`config.mk`:
```
export PLATFORM = sky130hd
export DESIGN_NAME = addr_phase_gen_flat
export DESIGN_NICKNAME = d
export VERILOG_FILES = /design/src/rtl/addr_phase_gen_if.sv /design/src/rtl/addr_phase_gen.sv /design/src/flat_wrapper.sv
export SDC_FILE = /design/constraint.sdc
export NUM_CORES = 1
export LEC_CHECK = 0
export CAP_MARGIN = 20
export CORE_MARGIN = 1
export CORE_UTILIZATION = 53
export DETAILED_ROUTE_END_ITERATION = 8
export PLACE_DENSITY = 0.73
export SLEW_MARGIN = 20
export SYNTH_ARGS = -nofsm -noshare
export SYNTH_HDL_FRONTEND = slang
export SYNTH_SLANG_ARGS = --single-unit
```
`constraint.sdc`:
```
create_clock -name clk -period 5.2 [get_ports clk]
set_input_delay 1.04 -clock clk [delete_from_list [all_inputs] [get_ports clk]]
set_output_delay 1.04 -clock clk [all_outputs]
set_load 0.005 [all_outputs]
```
`src/rtl/addr_phase_gen_if.sv`:
```
// Bus bundle for addr_phase_gen.
// master: control side (start/stop, burst length, tuning word load, optional phase offset).
// slave : the generator (address stream, valid/wrap/done flags, tuning-word ack).
// Optional phase_off signal exists only when ADDR_GEN_PHASE_OFFSET_EN is defined.
interface addr_phase_gen_if #(
  parameter int unsigned ACC_WIDTH   = 32,
  parameter int unsigned ADDR_WIDTH  = 14,
  parameter int unsigned BURST_WIDTH = 16
);
  logic                   start;
  logic                   stop;
  logic [BURST_WIDTH-1:0] burst_cnt;
  logic [ACC_WIDTH-1:0]   tw_in;
  logic                   tw_load;
  logic                   tw_ack;
  logic [ADDR_WIDTH-1:0]  addr_out;
  logic                   addr_valid;
  logic                   wrap_pulse;
  logic                   done;
  logic                   sample_valid;
`ifdef ADDR_GEN_PHASE_OFFSET_EN
  logic [ADDR_WIDTH-1:0]  phase_off;
`endif

  modport master (
`ifdef ADDR_GEN_PHASE_OFFSET_EN
    output phase_off,
`endif
    output start, stop, burst_cnt, tw_in, tw_load,
    input  tw_ack, addr_out, addr_valid, wrap_pulse, done, sample_valid
  );

  modport slave (
`ifdef ADDR_GEN_PHASE_OFFSET_EN
    input  phase_off,
`endif
    input  start, stop, burst_cnt, tw_in, tw_load,
    output tw_ack, addr_out, addr_valid, wrap_pulse, done, sample_valid
  );
endinterface

```
`src/rtl/addr_phase_gen.sv`:
```
// DDS-style read address generator for the waveform memory.
// The read address is the top ADDR_WIDTH bits of a phase accumulator stepped by the active
// tuning word. Supports start/stop, continuous or N-period burst playback, phase-continuous
// tuning-word updates (applied on accumulator carry while running), and a valid flag delayed
// by PIPE_DEPTH cycles to line up with the downstream address path.
// Ports:
//   clk  - rising-edge clock
//   rst  - asynchronous active-high reset
//   bus  - addr_phase_gen_if.slave (control inputs, address stream and status outputs)
// Optional feature: define ADDR_GEN_PHASE_OFFSET_EN to add bus.phase_off, a start-latched
// offset added (mod 2^ADDR_WIDTH) to the address; wrap/burst logic still uses acc carry only.
module addr_phase_gen #(
  parameter int unsigned ACC_WIDTH   = 32,
  parameter int unsigned ADDR_WIDTH  = 14,
  parameter int unsigned PIPE_DEPTH  = 10,
  parameter int unsigned BURST_WIDTH = 16
) (
  input logic             clk,
  input logic             rst,
  addr_phase_gen_if.slave bus
);

  typedef enum logic [1:0] {StIdle, StRun, StDone} state_e;

  state_e                 state_q, state_d;
  logic [ACC_WIDTH-1:0]   acc_q, acc_d;
  logic [ACC_WIDTH-1:0]   tw_active_q, shadow_q;
  logic                   pending_q;
  logic [BURST_WIDTH-1:0] wrap_cnt_q, wrap_cnt_d;
  logic [BURST_WIDTH-1:0] burst_q, burst_d;
  logic [ADDR_WIDTH-1:0]  addr_q, addr_d;
  logic                   valid_q, valid_d;
  logic                   wrap_q, wrap_d;
  logic                   done_q, done_d;
  logic                   ack_q;
  logic [PIPE_DEPTH-1:0]  dly_q;

  logic                   carry;
  logic [ACC_WIDTH-1:0]   acc_sum;
  logic [BURST_WIDTH-1:0] wrap_cnt_inc;
  logic                   last_wrap;
  logic                   apply;
  logic [ADDR_WIDTH-1:0]  start_addr;
  logic [ADDR_WIDTH-1:0]  run_addr;

`ifdef ADDR_GEN_PHASE_OFFSET_EN
  logic [ADDR_WIDTH-1:0]  phase_q, phase_d;
  assign start_addr = bus.phase_off;
  assign run_addr   = acc_sum[ACC_WIDTH-1 -: ADDR_WIDTH] + phase_q;
`else
  assign start_addr = '0;
  assign run_addr   = acc_sum[ACC_WIDTH-1 -: ADDR_WIDTH];
`endif

  always_comb begin
    state_d    = state_q;
    acc_d      = acc_q;
    wrap_cnt_d = wrap_cnt_q;
    burst_d    = burst_q;
    addr_d     = '0;
    valid_d    = 1'b0;
    wrap_d     = 1'b0;
    done_d     = 1'b0;
    apply      = 1'b0;
`ifdef ADDR_GEN_PHASE_OFFSET_EN
    phase_d    = phase_q;
`endif
    {carry, acc_sum} = {1'b0, acc_q} + {1'b0, tw_active_q};
    wrap_cnt_inc     = wrap_cnt_q + BURST_WIDTH'(1);
    last_wrap        = carry && (burst_q != '0) && (wrap_cnt_inc == burst_q);

    unique case (state_q)
      StIdle: begin
        apply = pending_q;
        // Stop wins over a simultaneous start.
        if (bus.start && !bus.stop) begin
          state_d    = StRun;
          acc_d      = '0;
          wrap_cnt_d = '0;
          burst_d    = bus.burst_cnt;
          addr_d     = start_addr;
          valid_d    = 1'b1;
`ifdef ADDR_GEN_PHASE_OFFSET_EN
          phase_d    = bus.phase_off;
`endif
        end
      end
      StRun: begin
        if (bus.stop) begin
          state_d = StIdle;
        end else begin
          acc_d  = acc_sum;
          wrap_d = carry;
          // New word takes effect from the increment after the carry: phase continuous.
          apply  = pending_q && carry;
          if (carry && (wrap_cnt_q != '1)) wrap_cnt_d = wrap_cnt_inc;
          if (last_wrap) begin
            state_d = StDone;
            done_d  = 1'b1;
          end else begin
            addr_d  = run_addr;
            valid_d = 1'b1;
          end
        end
      end
      StDone:  state_d = StIdle;
      default: state_d = StIdle;
    endcase
  end

  always_ff @(posedge clk or posedge rst) begin
    if (rst) begin
      state_q    <= StIdle;
      acc_q      <= '0;
      wrap_cnt_q <= '0;
      burst_q    <= '0;
      addr_q     <= '0;
      valid_q    <= 1'b0;
      wrap_q     <= 1'b0;
      done_q     <= 1'b0;
`ifdef ADDR_GEN_PHASE_OFFSET_EN
      phase_q    <= '0;
`endif
    end else begin
      state_q    <= state_d;
      acc_q      <= acc_d;
      wrap_cnt_q <= wrap_cnt_d;
      burst_q    <= burst_d;
      addr_q     <= addr_d;
      valid_q    <= valid_d;
      wrap_q     <= wrap_d;
      done_q     <= done_d;
`ifdef ADDR_GEN_PHASE_OFFSET_EN
      phase_q    <= phase_d;
`endif
    end
  end

  // Tuning-word shadow: a load coinciding with apply becomes the next pending word.
  always_ff @(posedge clk or posedge rst) begin
    if (rst) begin
      tw_active_q <= '0;
      shadow_q    <= '0;
      pending_q   <= 1'b0;
      ack_q       <= 1'b0;
    end else begin
      ack_q <= apply;
      if (apply) tw_active_q <= shadow_q;
      if (bus.tw_load) begin
        shadow_q  <= bus.tw_in;
        pending_q <= 1'b1;
      end else if (apply) begin
        pending_q <= 1'b0;
      end
    end
  end

  always_ff @(posedge clk or posedge rst) begin
    if (rst) begin
      dly_q <= '0;
    end else begin
      dly_q[0] <= valid_q;
      for (int i = 1; i < PIPE_DEPTH; i++) dly_q[i] <= dly_q[i-1];
    end
  end

  assign bus.addr_out     = addr_q;
  assign bus.addr_valid   = valid_q;
  assign bus.wrap_pulse   = wrap_q;
  assign bus.done         = done_q;
  assign bus.tw_ack       = ack_q;
  assign bus.sample_valid = dly_q[PIPE_DEPTH-1];

endmodule

```
`src/flat_wrapper.sv`:
```
// flat-port wrapper written by rule: the top's interface ports become plain ports
module addr_phase_gen_flat 
#(
  parameter int unsigned ACC_WIDTH   = 32,
  parameter int unsigned ADDR_WIDTH  = 14,
  parameter int unsigned PIPE_DEPTH  = 10,
  parameter int unsigned BURST_WIDTH = 16
)
  (clk, rst, bus_start, bus_stop, bus_burst_cnt, bus_tw_in, bus_tw_load, bus_tw_ack, bus_addr_out, bus_addr_valid, bus_wrap_pulse, bus_done, bus_sample_valid);
  addr_phase_gen_if #(.ACC_WIDTH(ACC_WIDTH), .ADDR_WIDTH(ADDR_WIDTH), .BURST_WIDTH(BURST_WIDTH)) bus_i ();
  input logic clk;
  input logic rst;
  input wire logic [$bits(bus_i.start)-1:0] bus_start;
  input wire logic [$bits(bus_i.stop)-1:0] bus_stop;
  input wire logic [$bits(bus_i.burst_cnt)-1:0] bus_burst_cnt;
  input wire logic [$bits(bus_i.tw_in)-1:0] bus_tw_in;
  input wire logic [$bits(bus_i.tw_load)-1:0] bus_tw_load;
  output wire logic [$bits(bus_i.tw_ack)-1:0] bus_tw_ack;
  output wire logic [$bits(bus_i.addr_out)-1:0] bus_addr_out;
  output wire logic [$bits(bus_i.addr_valid)-1:0] bus_addr_valid;
  output wire logic [$bits(bus_i.wrap_pulse)-1:0] bus_wrap_pulse;
  output wire logic [$bits(bus_i.done)-1:0] bus_done;
  output wire logic [$bits(bus_i.sample_valid)-1:0] bus_sample_valid;
  assign bus_i.start = bus_start;
  assign bus_i.stop = bus_stop;
  assign bus_i.burst_cnt = bus_burst_cnt;
  assign bus_i.tw_in = bus_tw_in;
  assign bus_i.tw_load = bus_tw_load;
  assign bus_tw_ack = bus_i.tw_ack;
  assign bus_addr_out = bus_i.addr_out;
  assign bus_addr_valid = bus_i.addr_valid;
  assign bus_wrap_pulse = bus_i.wrap_pulse;
  assign bus_done = bus_i.done;
  assign bus_sample_valid = bus_i.sample_valid;
  addr_phase_gen #(.ACC_WIDTH(ACC_WIDTH), .ADDR_WIDTH(ADDR_WIDTH), .PIPE_DEPTH(PIPE_DEPTH), .BURST_WIDTH(BURST_WIDTH)) u_core (.clk(clk), .rst(rst), .bus(bus_i));
endmodule
```
* Word level (Yosys, flattened, before mapping) *
Cells that the tools add are included.

storage, ports and cells
  register bits = 159
  input bits = 53
  logic and storage cells = 63

cells by class
  $add $sub $neg = 2
  equal/unequal tests = 7
  mux-type cells = 27
  reduce and logical (&&, ||, !) cells = 14

operators by type and width
  operator                                        number
  two-way mux 32 bit                              2
  case mux 32 bit (2 select lines)                1
  two-way mux 16 bit                              3
  two-way mux 14 bit                              3
  adder 32 x 32 -> 33 bit                         1
  case mux 16 bit (2 select lines)                1
  adder 16 x 1 -> 16 bit (second input constant)  1
  == test 16 bit                                  1
  != test 16 bit (second input constant)          1
  nonzero test 16 bit                             1
  two-way mux 1 bit                               11
  two-way mux 2 bit                               3
  logical AND 1 bit                               5
  != test 2 x 1 -> 1 bit (second input constant)  2
  case mux 1 bit (2 select lines)                 2
  case mux 2 bit (2 select lines)                 1
  AND reduction 2 bit                             2
  AND reduction 4 bit                             1
  nonzero test 2 bit                              2
  != test 3 x 2 -> 1 bit (second input constant)  1
  AND reduction 3 bit                             1
  == test 2 x 1 -> 1 bit (second input constant)  1
  logical NOT 2 bit                               1
  != test 2 bit (second input constant)           1
  logical NOT 1 bit                               1

* Logic depth before layout (Yosys ltp) *
  depth after elaboration = 6
  mapped depth = 11
  depth with buffers taken out = 10

* Worst setup path after synthesis *
No wires, ideal clock.

  path kind = register to register
  from = register u_core.tw_active_q[0]
  to = register u_core.tw_active_q[10]
  setup time = 0.125 ns
  arrival = 2.613 ns
  data required time = 5.075 ns
  path slack = 2.462 ns
  cell stages (with the launch flop) = 12
  buffers on the path = 1
  cell sequence = dfrtp_1 -> ha_1 -> fa_1 -> a21oi_1 -> o211ai_2 -> a21oi_2 -> o31ai_4 -> a21oi_1 -> nand3_1 -> nand4b_2 -> buf_4 -> mux2_2

between the ends
  word-level cells in the longest chain between the ends = 4

ends and longest elaborated chain
  element                          RTL line               text
  start, declared                  addr_phase_gen.sv:27   logic [ACC_WIDTH-1:0] tw_active_q, shadow_q;
  start signal, assigned           addr_phase_gen.sv:148  if (apply) tw_active_q <= shadow_q;
  adder 32 x 32 -> 33 bit          addr_phase_gen.sv:68   {carry, acc_sum} = {1'b0, acc_q} + {1'b0, tw_active_q};
  logical AND 1 bit                addr_phase_gen.sv:95   apply = pending_q && carry;
  two-way mux 1 bit                addr_phase_gen.sv:89   if (bus.stop) begin
  case mux 1 bit (2 select lines)  addr_phase_gen.sv:72   unique case (state_q)

Every way passes these cells.
A chain may end at the register's enable or synchronous reset.

* Worst setup path in the final report *
  from = register u_core.tw_active_q[0]
  to = register u_core.tw_active_q[3]

The elaborated chain is that of the path after synthesis.

==> results.sh <==
export IMPL_dieArea_um2=16000
export IMPL_synthAdderAreaFrac=0.0527
export IMPL_power_density_nw_per_um2=561
export IMPL_synth_simple_gate_area_frac=0.152
export IMPL_port_buffers=71
export IMPL_synth_top_family_by_area="simple AND/OR/NAND/NOR gates"
export IMPL_worst_setup_path_start_kind="register"
export IMPL_synth_xor_area_share=0.0512
export IMPL_clk_latency_ns=0.42
export IMPL_cts_made_buffers=17
export IMPL_crit_chain="ha_1, fa_1, a21oi_1, o211ai_2, a21oi_2, o31ai_4, a21oi_1, nand3_1, nand4b_2, buf_4, mux2_2"
export IMPL_yosys_cell_types_count=67
export IMPL_vias=6095
export IMPL_skew_ns=0.00742
export IMPL_syn_area_um2=8220
export IMPL_max_cap_violations=0
export IMPL_crit_start="u_core.tw_active_q[0]"
export IMPL_syn_num_nets=879
export IMPL_post_cts_buffers=0
export IMPL_cp_end_kind="register"
export IMPL_drive_gt1_frac=0.151
export IMPL_n_antenna_cell=0
export IMPL_clock_fmax_ghz=0.284
export IMPL_h_tree_depth=4
export IMPL_cts_resized_gates=0
export IMPL_synth_mux_area_fraction=0.106
export IMPL_gr_total_overflow=0
export IMPL_cts_root_buffer="clkbuf_16"
export IMPL_start_util=0.543
export IMPL_arrival_ns=3.83
export IMPL_clk_pin_slew_ns=0.06
export IMPL_r2r_start="u_core.tw_active_q[0]"
export IMPL_routedWlPerCell_um=16.6
export IMPL_rows=45
export IMPL_crit_path_max_incr_delay_ns=0.43
export IMPL_antenna_left=0
export IMPL_setup_violations=0
export IMPL_coreArea_um2=15100
export IMPL_max_slew_margin=0.323
export IMPL_vias_per_cell=5.79
export IMPL_layout_commonest_cell="dfrtp_1"
export IMPL_postPlaceCellArea_um2=9090
export IMPL_clock_sinks=159
export IMPL_first_global_vias=6072
export IMPL_drc_errors=0
export IMPL_finalCritPeriodShare=0.677
export IMPL_hp_class="reg -> reg"
export IMPL_final_nets=939
export IMPL_tightestPinTransition_ns=1.01
export IMPL_antenna_found_initial=0
export IMPL_setup_slack_ns=1.68
export IMPL_boundaryPins=72
export IMPL_synth_seq_area_share=0.484
export IMPL_mostFrequentLayoutCells="159 x dfrtp_1, 129 x nand2_1, 71 x clkdlybuf4s50_1"
export IMPL_async_flop_share=1.00
export IMPL_ir_drop_uv=409
export IMPL_fill_cells=1223
export IMPL_first_iter_violations=406
export IMPL_synth_avg_cell_area_um2=10.4
export IMPL_cts_tree="built"
export IMPL_clk_path_buf_depth=2
export IMPL_ys_flop_type="dfrtp_1"
export IMPL_grt_pass1_wl_um=29700
export IMPL_preCtsSetupSlack_ns=1.49
export IMPL_hold_violations=0
export IMPL_crit_family="compound AO/OA/AOI/OAI gates"
export IMPL_track_usage=0.235
export IMPL_status="finished clean"
export IMPL_slowest_stage="nand4b_2"
export IMPL_synthToLayoutAreaGrowth_pct=18.1
export IMPL_critical_path_required_ns=5.51
export IMPL_dp_final_hpwl_um=12200
export IMPL_period_minus_slack_ns=3.52
export IMPL_crit_top_cell="a21oi_1"
export IMPL_fp_dieH_um=127
export IMPL_hold_buffers=0
export IMPL_grt_max_degree=68
export IMPL_holdCritStartpoint="u_core.dly_q[3]"
export IMPL_die_x_um=127
export IMPL_path_buf_inv=1
export IMPL_fin_area_um2=9700
export IMPL_path_max_fanout=18
export IMPL_yosysWarningCount=0
export IMPL_dr_pass1_iters=4
export IMPL_place_gp_congestion=0.912
export IMPL_routed_wl_um=17500
export IMPL_leakage_nw=4.38
export IMPL_rsz0062_at_grt="false"
export IMPL_path_class="reg -> reg"
export IMPL_finalMaxSlewViolations=0
export IMPL_fin_setup_tns_ns=0
export IMPL_synth_seq_cells=159
export IMPL_synth_compound_area_frac=0.127
export IMPL_netlist_instances=792
export IMPL_synth_edff_count=0
[cell families after synthesis]
logic type,count (synthesis)
and+or+nand+nor,259
AOI/OAI and AO/OA,160
DFF,159
muxes,79
buffers and inverters,53
xor gates and xnor gates,48
adders and majority gates,34
[where the power goes]
| part | internal, mW | switching [mW] |
|---|---|---|
| combinational | 1.06 | 1.33 |
| sequential | 1.56 | 0.208 |
| clock | 0.783 | 0.503 |
[area by class of cell]
class / instances / area (um^2) / share of cell area
sequential: 159 / 3980 / 0.410
timing repair buffer: 81 / 798 / 0.0823
clock inverter: 12 / 158 / 0.0163
multi-input combinational: 580 / 4020 / 0.415
tap: 188 / 235 / 0.0242
clock buffer: 20 / 457 / 0.0471
inverter: 13 / 52.6 / 0.00542
[synthesized netlist by cell type, types with 4 or more instances]
master    count  area, um^2
a211oi_1      4        30.0
a21o_1       17         128
a21oi_1      39         195
a22o_1        5        43.8
a31oi_1       8        50.1
and3_1        6        37.5
buf_2         4        20.0
buf_4         4        30.0
clkbuf_1     29         109
dfrtp_1     159        3980
ha_1         33         413
inv_1        13        48.8
mux2_2       65         732
mux2i_1      14         140
nand2_1     129         484
nand2b_1      9        56.3
nand3_1      23         115
nand4_1      10        62.6
nor2_1       29         109
nor2b_1       4        25.0
nor3_1       15        75.1
nor3b_1       7        52.6
nor4_1        7        43.8
o211ai_1      4        30.0
o21ai_0      43         215
o21bai_1      5        37.5
o31ai_1       5        37.5
xnor2_1      31         272
xor2_1       17         149
[routing by layer]
layer  vias up  track usage  share of wire
li1       2923            -              -
met3        18       0.0443          0.042
met4         0       0.0765          0.013
met2       147        0.382           0.48
met1      3007        0.319           0.47
met5         -            0              0
[per-stage QoR]
stage | cells | total power, mW | hold slack [ns] | utilization
finish | 1053 | 5.44 | 0.348 | 0.640
global route | 1053 | 5.84 | 0.356 | 0.640
CTS | 1053 | 5.47 | 0.350 | 0.640
detailed placement | 1021 | 4.14 | 0.335 | 0.600
global placement | 1021 | 4.07 | 0.331 | 0.600
floorplan | 792 | 3.56 | 0.331 | -
[flip-flops by register name (all words and copies together) (netlist names), 2 cells and up]
| signal | count |
|---|---|
| u_core.burst_q | 16 |
| u_core.dly_q | 10 |
| u_core.shadow_q | 32 |
| u_core.bus.addr_out | 14 |
| u_core.state_q | 2 |
| u_core.wrap_cnt_q | 16 |
| u_core.acc_q | 32 |
| u_core.tw_active_q | 32 |
[final timing paths]
check	endpoint	slack [ns]	cells after the start
worst max-delay path	u_core.tw_active_q[3]	1.68	11
worst min-delay path	u_core.dly_q[4]	0.35	0
worst min register to register	u_core.dly_q[4]	0.35	0
max in group asynchronous	u_core.burst_q[10]	3.33	3
min in group asynchronous	u_core.dly_q[9]	1.00	2
worst max register to register	u_core.tw_active_q[3]	1.68	11
Note: power is estimated with default switching activity, not from simulation.
